## src/rtl/pu_pkg.sv

```systemverilog
// Shared constants, RAM select codes and FSM state type for the processing-unit datapath.
package pu_pkg;

    localparam int DATA_WIDTH = 8;
    localparam int PROD_W     = 2 * DATA_WIDTH;
    localparam int ACC_WIDTH  = 26;
    localparam int RAMDATA_W  = 21;
    localparam int MEMSEL_W   = 6;
    localparam int REGSEL_W   = 14;
    localparam int CNT_W      = 10;

    localparam logic [2:0]          IM_DSTSEL_SIG1 = 3'b010;
    localparam logic [2:0]          IM_DSTSEL_SIG2 = 3'b011;
    localparam logic [3:0]          SIG_RAM_ADR    = 4'b0010;
    localparam logic [MEMSEL_W-1:0] ACC_RAM_ADR    = 6'h03;

    typedef enum logic [1:0] {
        ST_IDLE  = 2'd0,
        ST_ACCUM = 2'd1,
        ST_PUSH  = 2'd2,
        ST_HOLD  = 2'd3
    } acc_state_e;

    // Rail value of the accumulator in the direction of the given sign.
    function automatic logic [ACC_WIDTH-1:0] acc_rail(input logic neg);
        if (neg) begin
            acc_rail = {1'b1, {(ACC_WIDTH-1){1'b0}}};
        end else begin
            acc_rail = {1'b0, {(ACC_WIDTH-1){1'b1}}};
        end
    endfunction

endpackage

```

## src/rtl/sat_add.sv

```systemverilog
// Signed two's-complement adder that clamps to the representable range and flags the clamp.
module sat_add #(
    parameter int WIDTH = 26
) (
    input  logic [WIDTH-1:0] a,
    input  logic [WIDTH-1:0] b,
    output logic [WIDTH-1:0] sum,
    output logic             sat
);

    logic [WIDTH:0] wide_s;

    assign wide_s = {a[WIDTH-1], a} + {b[WIDTH-1], b};

    // Overflow shows up as the two top bits of the widened sum disagreeing.
    always_comb begin
        sum = wide_s[WIDTH-1:0];
        sat = 1'b0;
        if (wide_s[WIDTH] != wide_s[WIDTH-1]) begin
            sat = 1'b1;
            sum = wide_s[WIDTH] ? {1'b1, {(WIDTH-1){1'b0}}} : {1'b0, {(WIDTH-1){1'b1}}};
        end else begin
            sat = 1'b0;
            sum = wide_s[WIDTH-1:0];
        end
    end

endmodule

```

## src/rtl/pu_accumulator.sv

```systemverilog
// Per-neuron signed MAC with bias add, feeding one saturated 26-bit result per neuron
// into the sigmoid input FIFO with full back-pressure.
module pu_accumulator
    import pu_pkg::*;
(
    input  logic                  CLK,
    input  logic                  RST_N,
    input  logic [2:0]            mode,
    input  logic                  in_valid,
    output logic                  in_ready,
    input  logic [DATA_WIDTH-1:0] din_a,
    input  logic [DATA_WIDTH-1:0] din_w,
    input  logic                  in_last,
    input  logic                  acc_full,
    output logic [ACC_WIDTH-1:0]  acc_dout,
    output logic                  acc_enq,
    output logic [2:0]            acc_mode,
    output logic                  acc_sat,
    input  logic [RAMDATA_W-1:0]  ram_din,
    input  logic [REGSEL_W-1:0]   ram_reg_adr,
    input  logic [MEMSEL_W-1:0]   ram_mem_adr,
    input  logic                  ram_we
);

    acc_state_e             state_r, state_next_s;
    logic                   in_ready_s, enq_s, accept_s, pending_s;
    logic                   out_busy_s, blocked_s, p2_fire_s, finish_s;
    logic [CNT_W-1:0]       cnt_r;
    logic                   first_s, force_s, eff_last_s;
    logic [PROD_W-1:0]      a_ext_s, w_ext_s, prod_s;

    logic                   p1_valid_r, p1_first_r, p1_last_r, p1_force_r, p1_load_s;
    logic [PROD_W-1:0]      p1_prod_r;
    logic [2:0]             p1_mode_r;

    logic [ACC_WIDTH-1:0]   prod_ext_s, term_sum_s, acc_next_s, acc_r;
    logic                   term_sat_s, sat_next_s, sat_r;
    logic [2:0]             mode_r, res_mode_s;
    logic [RAMDATA_W-1:0]   bias_r;
    logic [ACC_WIDTH-1:0]   bias_ext_s, fin_sum_s, res_s;
    logic                   fin_sat_s, res_sat_s;

    logic [ACC_WIDTH-1:0]   out_dout_r;
    logic [2:0]             out_mode_r;
    logic                   out_sat_r;
    logic                   unused_s;

    assign unused_s = ^ram_reg_adr;

    // Result register is occupied and the FIFO cannot take it this cycle.
    assign out_busy_s = (state_r == ST_PUSH) || (state_r == ST_HOLD);
    assign blocked_s  = out_busy_s && acc_full;
    assign in_ready_s = !((state_r == ST_HOLD) || ((state_r == ST_PUSH) && acc_full));
    assign enq_s      = out_busy_s && !acc_full;
    assign accept_s   = in_valid && in_ready_s;

    assign first_s    = (cnt_r == {CNT_W{1'b0}});
    assign force_s    = (cnt_r == {CNT_W{1'b1}}) && !in_last;
    assign eff_last_s = in_last || force_s;

    assign a_ext_s = {{(PROD_W-DATA_WIDTH){din_a[DATA_WIDTH-1]}}, din_a};
    assign w_ext_s = {{(PROD_W-DATA_WIDTH){din_w[DATA_WIDTH-1]}}, din_w};
    assign prod_s  = a_ext_s * w_ext_s;

    // A finishing term waits in P1 while the previous result is still stuck on a full FIFO.
    assign p2_fire_s = p1_valid_r && !(p1_last_r && blocked_s);
    assign finish_s  = p2_fire_s && p1_last_r;
    assign p1_load_s = p2_fire_s || !p1_valid_r;
    assign pending_s = accept_s || p1_valid_r || !first_s;

    // Terms seen so far in the current neuron; zero marks the next term as a first term.
    always_ff @(posedge CLK or negedge RST_N) begin
        if (!RST_N) begin
            cnt_r <= {CNT_W{1'b0}};
        end else if (accept_s) begin
            cnt_r <= eff_last_s ? {CNT_W{1'b0}} : cnt_r + {{(CNT_W-1){1'b0}}, 1'b1};
        end
    end

    // P1: registered product with its neuron framing flags.
    always_ff @(posedge CLK or negedge RST_N) begin
        if (!RST_N) begin
            p1_valid_r <= 1'b0;
            p1_prod_r  <= {PROD_W{1'b0}};
            p1_first_r <= 1'b0;
            p1_last_r  <= 1'b0;
            p1_force_r <= 1'b0;
            p1_mode_r  <= 3'd0;
        end else if (p1_load_s) begin
            p1_valid_r <= accept_s;
            p1_prod_r  <= prod_s;
            p1_first_r <= first_s;
            p1_last_r  <= eff_last_s;
            p1_force_r <= force_s;
            p1_mode_r  <= mode;
        end
    end

    assign prod_ext_s = {{(ACC_WIDTH-PROD_W){p1_prod_r[PROD_W-1]}}, p1_prod_r};
    assign bias_ext_s = {{(ACC_WIDTH-RAMDATA_W){bias_r[RAMDATA_W-1]}}, bias_r};

    sat_add #(.WIDTH(ACC_WIDTH)) u_add_term (
        .a   (acc_r),
        .b   (prod_ext_s),
        .sum (term_sum_s),
        .sat (term_sat_s)
    );

    sat_add #(.WIDTH(ACC_WIDTH)) u_add_bias (
        .a   (acc_next_s),
        .b   (bias_ext_s),
        .sum (fin_sum_s),
        .sat (fin_sat_s)
    );

    // P2 datapath: restart or extend the running sum, then form the biased result.
    always_comb begin
        acc_next_s = term_sum_s;
        sat_next_s = sat_r;
        res_s      = fin_sum_s;
        res_sat_s  = 1'b0;
        res_mode_s = p1_first_r ? p1_mode_r : mode_r;
        if (p1_first_r) begin
            acc_next_s = prod_ext_s;
            sat_next_s = 1'b0;
        end else begin
            acc_next_s = term_sum_s;
            sat_next_s = sat_r | term_sat_s;
        end
        // Running out of term slots is reported as saturation toward the sum's sign.
        if (p1_force_r) begin
            res_s     = acc_rail(acc_next_s[ACC_WIDTH-1]);
            res_sat_s = 1'b1;
        end else begin
            res_s     = fin_sum_s;
            res_sat_s = sat_next_s | fin_sat_s;
        end
    end

    // P2 accumulator, sticky saturation and neuron mode.
    always_ff @(posedge CLK or negedge RST_N) begin
        if (!RST_N) begin
            acc_r  <= {ACC_WIDTH{1'b0}};
            sat_r  <= 1'b0;
            mode_r <= 3'd0;
        end else if (p2_fire_s) begin
            acc_r  <= acc_next_s;
            sat_r  <= sat_next_s;
            mode_r <= res_mode_s;
        end
    end

    // Bias register written through the shared RAM write port.
    always_ff @(posedge CLK or negedge RST_N) begin
        if (!RST_N) begin
            bias_r <= {RAMDATA_W{1'b0}};
        end else if (ram_we && (ram_mem_adr == ACC_RAM_ADR)) begin
            bias_r <= ram_din;
        end
    end

    // Result register held stable until the FIFO takes it.
    always_ff @(posedge CLK or negedge RST_N) begin
        if (!RST_N) begin
            out_dout_r <= {ACC_WIDTH{1'b0}};
            out_mode_r <= 3'd0;
            out_sat_r  <= 1'b0;
        end else if (finish_s) begin
            out_dout_r <= res_s;
            out_mode_r <= res_mode_s;
            out_sat_r  <= res_sat_s;
        end
    end

    // State register.
    always_ff @(posedge CLK or negedge RST_N) begin
        if (!RST_N) begin
            state_r <= ST_IDLE;
        end else begin
            state_r <= state_next_s;
        end
    end

    // Next-state logic.
    always_comb begin
        state_next_s = state_r;
        case (state_r)
            ST_IDLE: begin
                if (finish_s) begin
                    state_next_s = ST_PUSH;
                end else if (accept_s) begin
                    state_next_s = ST_ACCUM;
                end else begin
                    state_next_s = ST_IDLE;
                end
            end
            ST_ACCUM: begin
                state_next_s = finish_s ? ST_PUSH : ST_ACCUM;
            end
            ST_PUSH, ST_HOLD: begin
                if (acc_full) begin
                    state_next_s = ST_HOLD;
                end else if (finish_s) begin
                    state_next_s = ST_PUSH;
                end else if (pending_s) begin
                    state_next_s = ST_ACCUM;
                end else begin
                    state_next_s = ST_IDLE;
                end
            end
            default: begin
                state_next_s = ST_IDLE;
            end
        endcase
    end

    assign in_ready = in_ready_s;
    assign acc_enq  = enq_s;
    assign acc_dout = out_dout_r;
    assign acc_mode = out_mode_r;
    assign acc_sat  = out_sat_r;

endmodule

```

## config.mk

```make
export PLATFORM = sky130hd
export DESIGN_NAME = pu_accumulator
export DESIGN_NICKNAME = d
export VERILOG_FILES = /design/src/rtl/pu_pkg.sv /design/src/rtl/sat_add.sv /design/src/rtl/pu_accumulator.sv
export SDC_FILE = /design/constraint.sdc
export NUM_CORES = 1
export LEC_CHECK = 0
export CAP_MARGIN = 20
export CORE_ASPECT_RATIO = 1.5
export CORE_MARGIN = 3
export CORE_UTILIZATION = 50
export DETAILED_ROUTE_END_ITERATION = 16
export HOLD_SLACK_MARGIN = 0.02
export PLACE_DENSITY = 0.71
export REMOVE_ABC_BUFFERS = 1
export SLEW_MARGIN = 0
export SYNTH_ARGS = -nofsm -noshare
export SYNTH_HDL_FRONTEND = slang
export SYNTH_HIERARCHICAL = 1
export SYNTH_SLANG_ARGS = --single-unit
```

## constraint.sdc

```tcl
create_clock -name CLK -period 6.5 [get_ports CLK]
set_input_delay 0.975 -clock CLK [delete_from_list [all_inputs] [get_ports CLK]]
set_output_delay 0.975 -clock CLK [all_outputs]
set_load 0.01 [all_outputs]
```

### Word level (Yosys, flattened, before mapping)

Index checks and enable logic that the tools add are counted.
W data, S select, Z words.

| cells by class | value |
|---|---|
| add/subtract/negate cells | 3 |
| multipliers | 1 |
| equal/unequal tests | 7 |
| muxes and demuxes | 20 |
| bitwise logic cells | 2 |
| reductions and logical operators | 24 |

Operator list:

| cell | count |
|---|---|
| $mux W26 | 7 |
| $add A26 B16 Y27 | 1 |
| $add A26 B21 Y27 | 1 |
| $mul A8 B8 Y16 | 1 |
| $add A10 B1 Y10 const B | 1 |
| $eq A10 B10 Y1 const B | 1 |
| $logic_not A10 Y1 | 1 |
| $mux W10 | 1 |
| $logic_and A1 B1 Y1 | 9 |
| $mux W2 | 4 |
| $eq A6 B2 Y1 const B | 1 |
| $logic_not A1 Y1 | 6 |
| $logic_or A1 B1 Y1 | 6 |
| $mux W1 | 6 |
| $pmux W2 S3 | 1 |
| $eq A2 B2 Y1 const B | 2 |
| $mux W3 | 1 |
| $eq A2 B1 Y1 const B | 1 |
| $logic_not A2 Y1 | 1 |
| $ne A1 B1 Y1 | 2 |
| $or A1 B1 Y1 | 2 |
| $reduce_or A2 Y1 | 1 |

| word-level totals | value |
|---|---|
| flip-flop bits (word level) | 116 |
| output and inout port bits | 32 |
| logic and storage cells | 72 |

### Logic depth before layout (Yosys ltp)

Gate-level depths: netlist of run 1.

| logic depth | value |
|---|---|
| depth in word-level cells | 11 |
| depth in mapped cells | 27 |

### Modules after synthesis

The synthesis of run 1 kept the hierarchy.

Modules (own cells, without submodules):

| module | times used | cells an instance | area each (um^2) |
|---|---|---|---|
| pu_accumulator | 1 | 735 | 7,469.7 |
| sat_add | 2 | 203 | 1,491.4 |

### Worst setup path after synthesis of run 1

Ideal clock, no wire load.

| path | value |
|---|---|
| kind | flip-flop to flip-flop |
| from | register p1_prod_r[0] |
| to | register out_dout_r[21] (netlist: acc_dout[21]) |
| setup time | 0.083 ns |
| arrival time | 5.052 ns |
| path slack | 1.365 ns |
| stages on the path, launching flop included | 28 |
| buffers on the path | 2 |
| cell sequence | dfrtp_1 > ha_1 > inv_1 > fa_1 > and2b_1 > o2111ai_1 > a31oi_1 > o21ai_2 > o31ai_2 > a21o_2 > nor2_4 > buf_4 > nor2_1 > mux2_2 > ha_1 > inv_1 > fa_1 > and2b_1 > o2111ai_1 > a31oi_1 > o21ai_2 > o31ai_2 > a21o_2 > nand2_2 > buf_6 > a21oi_1 > a21oi_1 > o21ai_0 |

| between the ends | value |
|---|---|
| longest elaborated chain between the ends | 8 |
| elaborated cells between the ends (all ways) | 11 |
| classes of those cells | add/sub: 2; eq/ne: 2; mux: 7 |

RTL lines:

| what | line | text |
|---|---|---|
| from (decl) | pu_accumulator.sv:33 | `logic [PROD_W-1:0] p1_prod_r;` |
| from (signal assigned) | pu_accumulator.sv:84 | `p1_prod_r <= {PROD_W{1'b0}};` |
| from (signal assigned) | pu_accumulator.sv:91 | `p1_prod_r <= prod_s;` |
| $add A26 B16 Y27 * | sat_add.sv:13 | `assign wide_s = {a[WIDTH-1], a} + {b[WIDTH-1], b};` |
| $mux W26 or $ne A1 B1 Y1 (tied branches) | sat_add.sv:21, sat_add.sv:19 |  |
| $mux W26 * | sat_add.sv:19 | `if (wide_s[WIDTH] != wide_s[WIDTH-1]) begin` |
| via term_sum_s[0] | pu_accumulator.sv:36 | `logic [ACC_WIDTH-1:0] prod_ext_s, term_sum_s, acc_next_s, acc_r;` |
| $mux W26 * | pu_accumulator.sv:123 | `if (p1_first_r) begin` |
| via acc_next_s[0] | pu_accumulator.sv:36 |  |
| $add A26 B21 Y27 * | sat_add.sv:13 |  |
| $mux W26 or $ne A1 B1 Y1 (tied branches) | sat_add.sv:21, sat_add.sv:19 |  |
| $mux W26 * | sat_add.sv:19 |  |
| via fin_sum_s[21] | pu_accumulator.sv:40 | `logic [ACC_WIDTH-1:0] bias_ext_s, fin_sum_s, res_s;` |
| $mux W26 * | pu_accumulator.sv:131 | `if (p1_force_r) begin` |
| to (signal assigned) | pu_accumulator.sv:165 | `out_dout_r <= {ACC_WIDTH{1'b0}};` |
| to (signal assigned) | pu_accumulator.sv:169 | `out_dout_r <= res_s;` |
| to (decl) | pu_accumulator.sv:43 | `logic [ACC_WIDTH-1:0] out_dout_r;` |

Mark *: on every way through the listed nets, which the timed path passes. The rest lies on a longest branch.
A chain may end at the register's enable or synchronous reset.

### Worst setup path after layout of run 1

| path | value |
|---|---|
| from | register p1_prod_r[0] |
| to | register out_dout_r[18] (netlist: acc_dout[18]) |

The elaborated chain is that of the path after synthesis.

==> run_results.csv, run 1 <==
group,metric,value,unit
outcome,status,"completed",
clock_network,clock_latency,0.42,ns
clock_network,htreeDepth,4,
global_routing,antenna_found_initial,0,
floorplanning,dieArea,22710,µm²
route,wl_per_cell,15.49,µm
clock_network,cts_hold_buf,0,
timing,post-route-min-period,5.914,ns
finish,finalNetCount,1430,
worst_setup_path,cp.arrival,6.24,ns
finish,antenna_cells,0,
route,dr_wl_met3,772,µm
worst_setup_path,end_kind,"register",
route,top_layer,"met4",
finish,finalCoreUtilization,0.5950,
global_routing,grt_pass1_vias,8788,
timing,finClkSkew,0.01527,ns
placed_design,dp_hpwl,18.02,mm
finish,multi_input_area,6985,µm²
route,wl_met2,12.63,mm
clock_network,cts_root_buffer,"clkbuf_16",
floorplanning,pin_count,98,
synth,ys_seq_area_frac,0.2777,
timing,fin_crit_sh,0.9099,
synth,yosys_warnings,6,
clock_network,cts_buffers,17,
timing,fin_setup_tns,0,ns
worst_setup_path,crit_slowest_cell,"a221o_2",
global_routing,grt_max_degree,69,
finish,seqCellArea,2903,µm²
placed_design,gp_congestion,0.8331,
floorplanning,die_x,124.1,µm
synth,synthArstFlopShare,1.000,
timing,slew_headroom,0.3670,
placed_design,io_buffers,83,
floorplanning,rows,64,
synth,synth_flop_cell,"dfrtp_1",
route,routed_wl,23.25,mm
route,viasPerCell,5.610,
worst_setup_path,cp_max_fo,23,
worst_setup_path,critPathMaxStageDelay,0.41,ns
route,ant_nets,0,
placed_design,placed_cell_area,11550,µm²
finish,final_layout_size_suffix_gt1_frac,0.1205,
finish,area_growth_syn_to_layout,16.70,%
worst_setup_path,cp-start-kind,"register",
hold_path,holdCritPathClass,"reg2reg",
clock_network,post-cts-setup-buffers,0,
finish,design_area,12200,µm²
timing,fmax,169.1,MHz
timing,slew_violations,0,
timing,rsz0062_at_grt,"no",
clock_network,cts_tree,"done",
global_routing,grt_util_all_layers,0.2159,
route,vias,8421,
synth,ys_ff_latch,116,
route,wl_met1,9.184,mm
floorplanning,start_util,0.5099,
clock_network,cts_sinks,116,
floorplanning,core_area,20500,µm²
clock_network,clkTransAtPathRegs,0.06,ns
clock_network,cts_max_path_buffers,2,
finish,fillCellCount,1815,
floorplanning,die_y,183.1,µm
worst_setup_path,cp.required,6.82,ns
global_routing,grt_overflow_total,0,
synth,synth_cells,1141,
route,first_iter_violations,327,
route,dr.pass1.iters,5,
synth,syn_area,10450,µm²
worst_setup_path,crit_chain,"ha_1, inv_1, fa_1, and2b_1, o2111ai_1, a31oi_1, o21ai_2, o31ai_2, buf_4, a21boi_0, xnor2_1, o21ai_0, a21o_1, ha_1, a21oi_1, o21ai_0, a2111oi_0, o21ai_1, a221o_2, xor2_4, nand2_4, a21oi_1, a21oi_1, o21ai_0",
timing,worstMarginPinSlew,0.9462,ns
synth,synth_cell_type_count,69,
worst_setup_path,crit_type,"reg2reg",
flow_run,maxCapViolCount,0,
timing,setup_violations,0,
timing,hold_viol,0,
global_routing,grt_pass1_wl,39.97,mm
route,drc,0,
synth,synth-edff-count,0,
synth,avgSynthCellArea,9.161,µm²
clock_network,cts_resized,0,
[cells by family (layout without fill, tap and decap cells)]
group,after synthesis,count (layout),share of synthesized area
AOI/OAI and AO/OA,304,304,0.1841
muxes,70,70,0.07481
buffers and inverters,138,234,0.05662
xor gates and xnor gates,64,64,0.05506
and+or+nand+nor,307,307,0.1413
DFF,116,116,0.2777
adders and majority gates,142,142,0.2104
[worst max-delay path, delay by kind of cell, from the launching register on]
family                   cells  cell delay, ns
flip-flops                   1            0.39
AND/OR/NAND/NOR              2            0.46
adder cells (fa/ha/maj)      3            1.00
buffers and inverters        2            0.26
XOR/XNOR                     2            0.61
AO/OA/AOI/OAI               15            3.09
[final timing paths]
path                                                from  cells after the start  slack (ns)                       end
worst min register to register  acc_dout[14]$_DFFE_PN0P_                      2        0.47  acc_dout[14]$_DFFE_PN0P_
worst max-delay path            p1_prod_r[0]$_DFFE_PN0P_                     24        0.59  acc_dout[18]$_DFFE_PN0P_
min in group asynchronous                          RST_N                      1        0.65    bias_r[16]$_DFFE_PN0P_
worst max register to register  p1_prod_r[0]$_DFFE_PN0P_                     24        0.59  acc_dout[18]$_DFFE_PN0P_
max in group asynchronous                          RST_N                      2        4.68  p1_prod_r[2]$_DFFE_PN0P_
worst min-delay path            acc_dout[14]$_DFFE_PN0P_                      2        0.47  acc_dout[14]$_DFFE_PN0P_
[synthesized netlist by cell type (all sizes together), types with 10 or more instances]
cell	number	area share
a21o	33	0.024
xnor2	39	0.033
nor3	16	0.0081
clkbuf	14	0.0050
o21a	10	0.0072
dfrtp	116	0.28
a31oi	10	0.0060
nand3	11	0.0053
xor2	25	0.022
inv	103	0.037
buf	20	0.014
a21oi	108	0.052
and2	49	0.029
nand2b	11	0.0066
nor2	56	0.022
fa	57	0.11
o21ai	85	0.045
nand2	127	0.046
ha	83	0.099
mux2	65	0.070
[registers in the layout (all words and copies together) (netlist names), 2 cells and up]
name and flops:
mode_r 3, acc_mode 3, state_r 2, acc_r 26, bias_r 21, cnt_r 10
p1_prod_r 16, acc_dout 26, p1_mode_r 3
[area by class of cell]
class | instances | area share
inverters | 104 | 0.03200
clock inverters | 14 | 0.01426
multi-input cells | 887 | 0.5727
well taps | 264 | 0.02708
repair buffers | 98 | 0.08083
flip-flops and latches | 116 | 0.2380
clock buffers | 18 | 0.03518
[stage by stage]
stage | cells | hold slack (ns) | worst slack [ns]
after floorplan | 1107 | 0.4566 | 1.157
after global placement | 1468 | 0.4620 | 0.4642
after detailed placement | 1468 | 0.4697 | 0.3715
after CTS | 1500 | 0.4826 | 0.2983
after global routing | 1501 | 0.4968 | 0.01788
final | 1501 | 0.4747 | 0.5860
[layer usage]
layer	GRT usage	vias to the layer above
met3	0.03055	52
li1	-	4128
met1	0.2405	4034
met2	0.4032	207
met4	0.08860	0
met5	0	-
[placed cells by master (no fill, tap or decap), types with 5 or more instances in the layout]
cell type,n
a21o_1,30
a21oi_1,108
a31oi_1,10
and2_1,48
and3_1,5
buf_4,13
clkbuf_16,17
clkdlybuf4s50_1,82
dfrtp_1,116
fa_1,57
ha_1,83
inv_1,103
inv_6,5
mux2_2,65
mux2i_1,5
nand2_1,124
nand2b_1,11
nand3_1,11
nand4_1,6
nor2_1,54
nor3_1,15
nor4_1,5
o211ai_1,7
o21a_1,10
o21ai_0,68
o21ai_1,5
o21ai_2,12
o31ai_1,5
or3_1,6
xnor2_1,39
xor2_1,23
Power of run 1 is left out: the tool's default activity adds up to more than one toggle a clock period on the data nets, which glitch-free logic cannot reach.
==> run 2: changes to the inputs <==
- CTS_BUF_LIST: default -> sky130_fd_sc_hd__clkbuf_8
==> run 2 against run 1 <==
Effect of this change: clock skew decreased by 0.00085 ns; via count decreased by 0.56%; non-clock buffer count unchanged; utilization decreased by 0.95 points; cell area decreased by 1.6%; count of clock-buffer cells in the layout decreased by 1; wire length decreased by 1.7%; worst hold slack improved by 0.0040 ns; maximum frequency increased by 0.41%.
==> run_results.csv, run 2 (synthesis results as in run 1) <==
group,metric,value,unit
route,routed_wl,22.85,mm
worst_setup_path,crit_type,"reg2reg",
flow_run,maxCapViolCount,0,
floorplanning,core_area,20500,µm²
finish,area_growth_syn_to_layout,14.84,%
timing,slew_violations,0,
route,dr.pass1.iters,5,
global_routing,grt_overflow_total,0,
clock_network,htreeDepth,4,
finish,fillCellCount,1847,
timing,finClkSkew,0.01441,ns
clock_network,cts_root_buffer,"clkbuf_8",
route,vias,8374,
global_routing,antenna_found_initial,0,
timing,fmax,169.8,MHz
floorplanning,pin_count,98,
global_routing,met1_usage,0.2396,
route,viasPerCell,5.579,
worst_setup_path,cpLargestDelayFamily,"compound AO/OA/AOI/OAI gates",
global_routing,grt_max_degree,69,
global_routing,met3_usage,0.02931,
worst_setup_path,cp.required,6.78,ns
outcome,status,"completed",
route,ant_nets,0,
worst_setup_path,crit_slowest_cell,"fa_1",
floorplanning,dieArea,22710,µm²
timing,fin_crit_sh,0.9061,
worst_setup_path,cp.arrival,6.17,ns
timing,hold_viol,0,
clock_network,cts_buffers,17,
floorplanning,die_y,183.1,µm
route,wl_per_cell,15.22,µm
floorplanning,die_x,124.1,µm
clock_network,post-cts-setup-buffers,0,
finish,final_common_cell,"nand2_1",
finish,final_layout_size_suffix_gt1_frac,0.1205,
worst_setup_path,critPathMaxStageDelay,0.44,ns
timing,slew_headroom,0.3601,
global_routing,grt_use_met2,0.3938,
worst_setup_path,end_kind,"register",
finish,layout_common_cells,"nand2_1 (124), dfrtp_1 (116), a21oi_1 (108), inv_1 (104), ha_1 (83)",
timing,worstMarginPinSlew,0.9565,ns
finish,seqCellArea,2903,µm²
timing,post-route-min-period,5.890,ns
route,drc,0,
finish,finalNetCount,1430,
worst_setup_path,cp-start-kind,"register",
clock_network,cts_max_path_buffers,2,
timing,fin_setup_tns,0,ns
global_routing,grt_util_all_layers,0.2129,
route,first_iter_violations,318,
global_routing,grt_pass1_wl,39.35,mm
timing,setup_violations,0,
floorplanning,rows,64,
clock_network,cts_hold_buf,0,
placed_design,io_buffers,83,
clock_network,cts_tree,"done",
finish,antenna_cells,0,
placed_design,dp_hpwl,18.02,mm
placed_design,gp_congestion,0.8331,
worst_setup_path,cp_max_fo,16,
finish,multi_input_area,6985,µm²
clock_network,cts_sinks,116,
worst_setup_path,crit_buf_inv,3,
clock_network,clkTransAtPathRegs,0.07,ns
hold_path,holdCritPathClass,"reg2reg",
clock_network,cts_resized,0,
timing,rsz0062_at_grt,"no",
floorplanning,start_util,0.5099,
clock_network,clock_latency,0.46,ns
global_routing,grt.busiest_layer,"met2",
global_routing,grt_pass1_vias,8682,
run 2: final timing paths:
check	from	endpoint	slack [ns]	depth (start not counted)
setup / recovery	p1_prod_r[0]$_DFFE_PN0P_	acc_dout[20]$_DFFE_PN0P_	0.61	25
hold / removal	acc_dout[14]$_DFFE_PN0P_	acc_dout[14]$_DFFE_PN0P_	0.48	2
setup reg to reg	p1_prod_r[0]$_DFFE_PN0P_	acc_dout[20]$_DFFE_PN0P_	0.61	25
hold reg to reg	acc_dout[14]$_DFFE_PN0P_	acc_dout[14]$_DFFE_PN0P_	0.48	2
max in group asynchronous	RST_N	p1_prod_r[2]$_DFFE_PN0P_	4.73	2
min in group asynchronous	RST_N	bias_r[16]$_DFFE_PN0P_	0.62	1
run 2: worst min-delay path: cells and delay by family, from the launching register on:
kind / cells / cell delay, ns
compound gates: 1 / 0.06
simple gates: 1 / 0.04
flops: 1 / 0.34
run 2: layout make-up:
type,instances,area share
timing repair buffer,98,0.08193
sequential,116,0.2418
tap,264,0.02752
multi-input combinational,887,0.5819
clock inverter,15,0.01480
inverter,104,0.03252
clock buffer,17,0.01949
run 2: routing by layer:
layer,wire length (µm),vias up
met5,0,-
met4,670,0
met3,735,47
met2,12320,172
met1,9126,4028
li1,-,4127
run 2: per-stage QoR:
stage | cell area, µm² | cells | util | hold slack [ns] | setup WS [ns]
final | 12000 | 1501 | 0.5856 | 0.4787 | 0.6102
after global placement | 11550 | 1468 | 0.5632 | 0.4620 | 0.4642
after CTS | 11960 | 1500 | 0.5833 | 0.4868 | 0.3111
after detailed placement | 11550 | 1468 | 0.5632 | 0.4697 | 0.3715
after global routing | 12000 | 1501 | 0.5856 | 0.5026 | 0.01972
after floorplan | 10250 | 1107 | - | 0.4566 | 1.157
Power of run 2 is left out for the same reason.
==> run 3: changes to the inputs <==
- CAP_MARGIN: 20 -> default
==> run 3 against run 2 <==
Effect of this change: flip-flop and latch count is the same; critical path depth unchanged; final cell count is essentially flat; worst setup slack improved by 0.023 ns; worst hold slack worse by 0.00081 ns; clock skew about the same; via count shrank 0.53%; maximum frequency increased by 0.39%; first-iteration DRC count grew 2.2%; critical path type unchanged; critical endpoint unchanged.
==> run_results.csv, run 3 (synthesis results as in run 1) <==
group,metric,value,unit
clock_network,cts_hold_buf,0,
worst_setup_path,cp.required,6.78,ns
finish,final_common_cell,"nand2_1",
placed_design,gp_congestion,0.8331,
timing,worstMarginPinSlew,1.125,ns
floorplanning,start_util,0.5099,
global_routing,antenna_found_initial,0,
clock_network,cts_tree,"done",
timing,rsz0062_at_grt,"no",
floorplanning,pin_count,98,
timing,slew_violations,0,
global_routing,grt_pass1_vias,8682,
timing,slew_headroom,0.2476,
timing,post-route-min-period,5.867,ns
timing,finClkSkew,0.01423,ns
global_routing,grt_util_all_layers,0.2129,
worst_setup_path,end_kind,"register",
clock_network,cts_max_path_buffers,2,
hold_path,holdCritPathClass,"reg2reg",
route,vias,8330,
route,ant_nets,0,
floorplanning,die_y,183.1,µm
clock_network,clock_latency,0.46,ns
worst_setup_path,crit_type,"reg2reg",
clock_network,clkTransAtPathRegs,0.07,ns
flow_run,maxCapViolCount,0,
floorplanning,rows,64,
global_routing,grt_pass1_wl,39.35,mm
route,viasPerCell,5.553,
timing,fin_crit_sh,0.9026,
clock_network,htreeDepth,4,
timing,hold_viol,0,
timing,fmax,170.5,MHz
route,routed_wl,22.77,mm
worst_setup_path,cp.arrival,6.15,ns
finish,fillCellCount,1851,
timing,setup_violations,0,
finish,layout_common_cells,"nand2_1 (124), dfrtp_1 (116), a21oi_1 (108), inv_1 (104), ha_1 (83)",
finish,area_growth_syn_to_layout,14.60,%
worst_setup_path,cp_max_fo,16,
route,dr.pass1.iters,5,
floorplanning,die_x,124.1,µm
global_routing,grt_overflow_total,0,
floorplanning,dieArea,22710,µm²
outcome,status,"completed",
route,wl_per_cell,15.18,µm
timing,fin_setup_tns,0,ns
clock_network,post-cts-setup-buffers,0,
placed_design,io_buffers,83,
finish,finalNetCount,1429,
route,first_iter_violations,325,
global_routing,grt_max_degree,69,
placed_design,dp_hpwl,18.02,mm
finish,antenna_cells,0,
worst_setup_path,cp-start-kind,"register",
clock_network,cts_buffers,17,
clock_network,cts_root_buffer,"clkbuf_8",
floorplanning,core_area,20500,µm²
route,drc,0,
finish,final_layout_size_suffix_gt1_frac,0.1197,
clock_network,cts_sinks,116,
## run 3: cell types whose count changed in the layout (fill, tap and decap cells not counted), sizes merged
cell	before	now
clkbuf	18	17
## run 3: path summary, 6_finish.rpt
check,end,start,slack [ns],cells past startpoint
max,acc_dout[20]$_DFFE_PN0P_,p1_prod_r[0]$_DFFE_PN0P_,0.63,25
min,acc_dout[18]$_DFFE_PN0P_,acc_dout[18]$_DFFE_PN0P_,0.48,2
max reg2reg,acc_dout[20]$_DFFE_PN0P_,p1_prod_r[0]$_DFFE_PN0P_,0.63,25
min reg2reg,acc_dout[18]$_DFFE_PN0P_,acc_dout[18]$_DFFE_PN0P_,0.48,2
max in group asynchronous,cnt_r[8]$_DFFE_PN0P_,RST_N,4.73,2
min in group asynchronous,acc_dout[19]$_DFFE_PN0P_,RST_N,0.62,1
## run 3: final cells by class
cell class	count	area (µm²)	share of cell area
Clock buffer	17	234.0	0.01953
Clock inverter	15	177.7	0.01483
Multi-Input combinational cell	887	6985	0.5831
Sequential cell	116	2903	0.2423
Inverter	104	390.4	0.03259
Tap cell	264	330.3	0.02757
Timing Repair Buffer	97	958.4	0.08001
## run 3: metrics by stage
step	worst slack (ns)	cells	hold WS, ns	instance area [µm²]	util
finish	0.6333	1500	0.4778	11980	0.5844
global route	0.01972	1500	0.5026	11980	0.5844
CTS	0.3111	1500	0.4868	11960	0.5833
detailed placement	0.3715	1468	0.4697	11550	0.5632
global placement	0.4642	1468	0.4620	11550	0.5632
floorplan	1.157	1107	0.4566	10250	-
## run 3: repair_timing
action / 4_1_cts / 5_1_grt
endpoints found under the hold margin: 0 / 0
resized for setup: 0 / 5
endpoints found under the setup margin: 0 / 23
## run 3: layer usage
metal | wire length, µm | GRT usage
met5 | 0 | 0
met2 | 12340 | 0.3938
met4 | 631 | 0.09035
met1 | 9061 | 0.2396
met3 | 740 | 0.02931
## run 3: critical path: stages, from the launching register on
cell and delay, ns:
dfrtp_1 0.39, ha_1 0.23, inv_1 0.07, fa_1 0.39, and2b_1 0.22, o2111ai_1 0.14
a31oi_1 0.31, o21ai_2 0.16, o31ai_2 0.34, a21o_2 0.29, nand2_4 0.18, a21oi_1 0.19
mux2_2 0.20, inv_1 0.07, fa_1 0.44, and2b_1 0.22, o2111ai_1 0.15, a31oi_1 0.30
o21ai_2 0.17, o31ai_2 0.30, buf_4 0.17, a21boi_0 0.11, xnor2_1 0.25, o21ai_0 0.13
a21oi_1 0.16, o21ai_0 0.11
Power of run 3 is left out for the same reason.
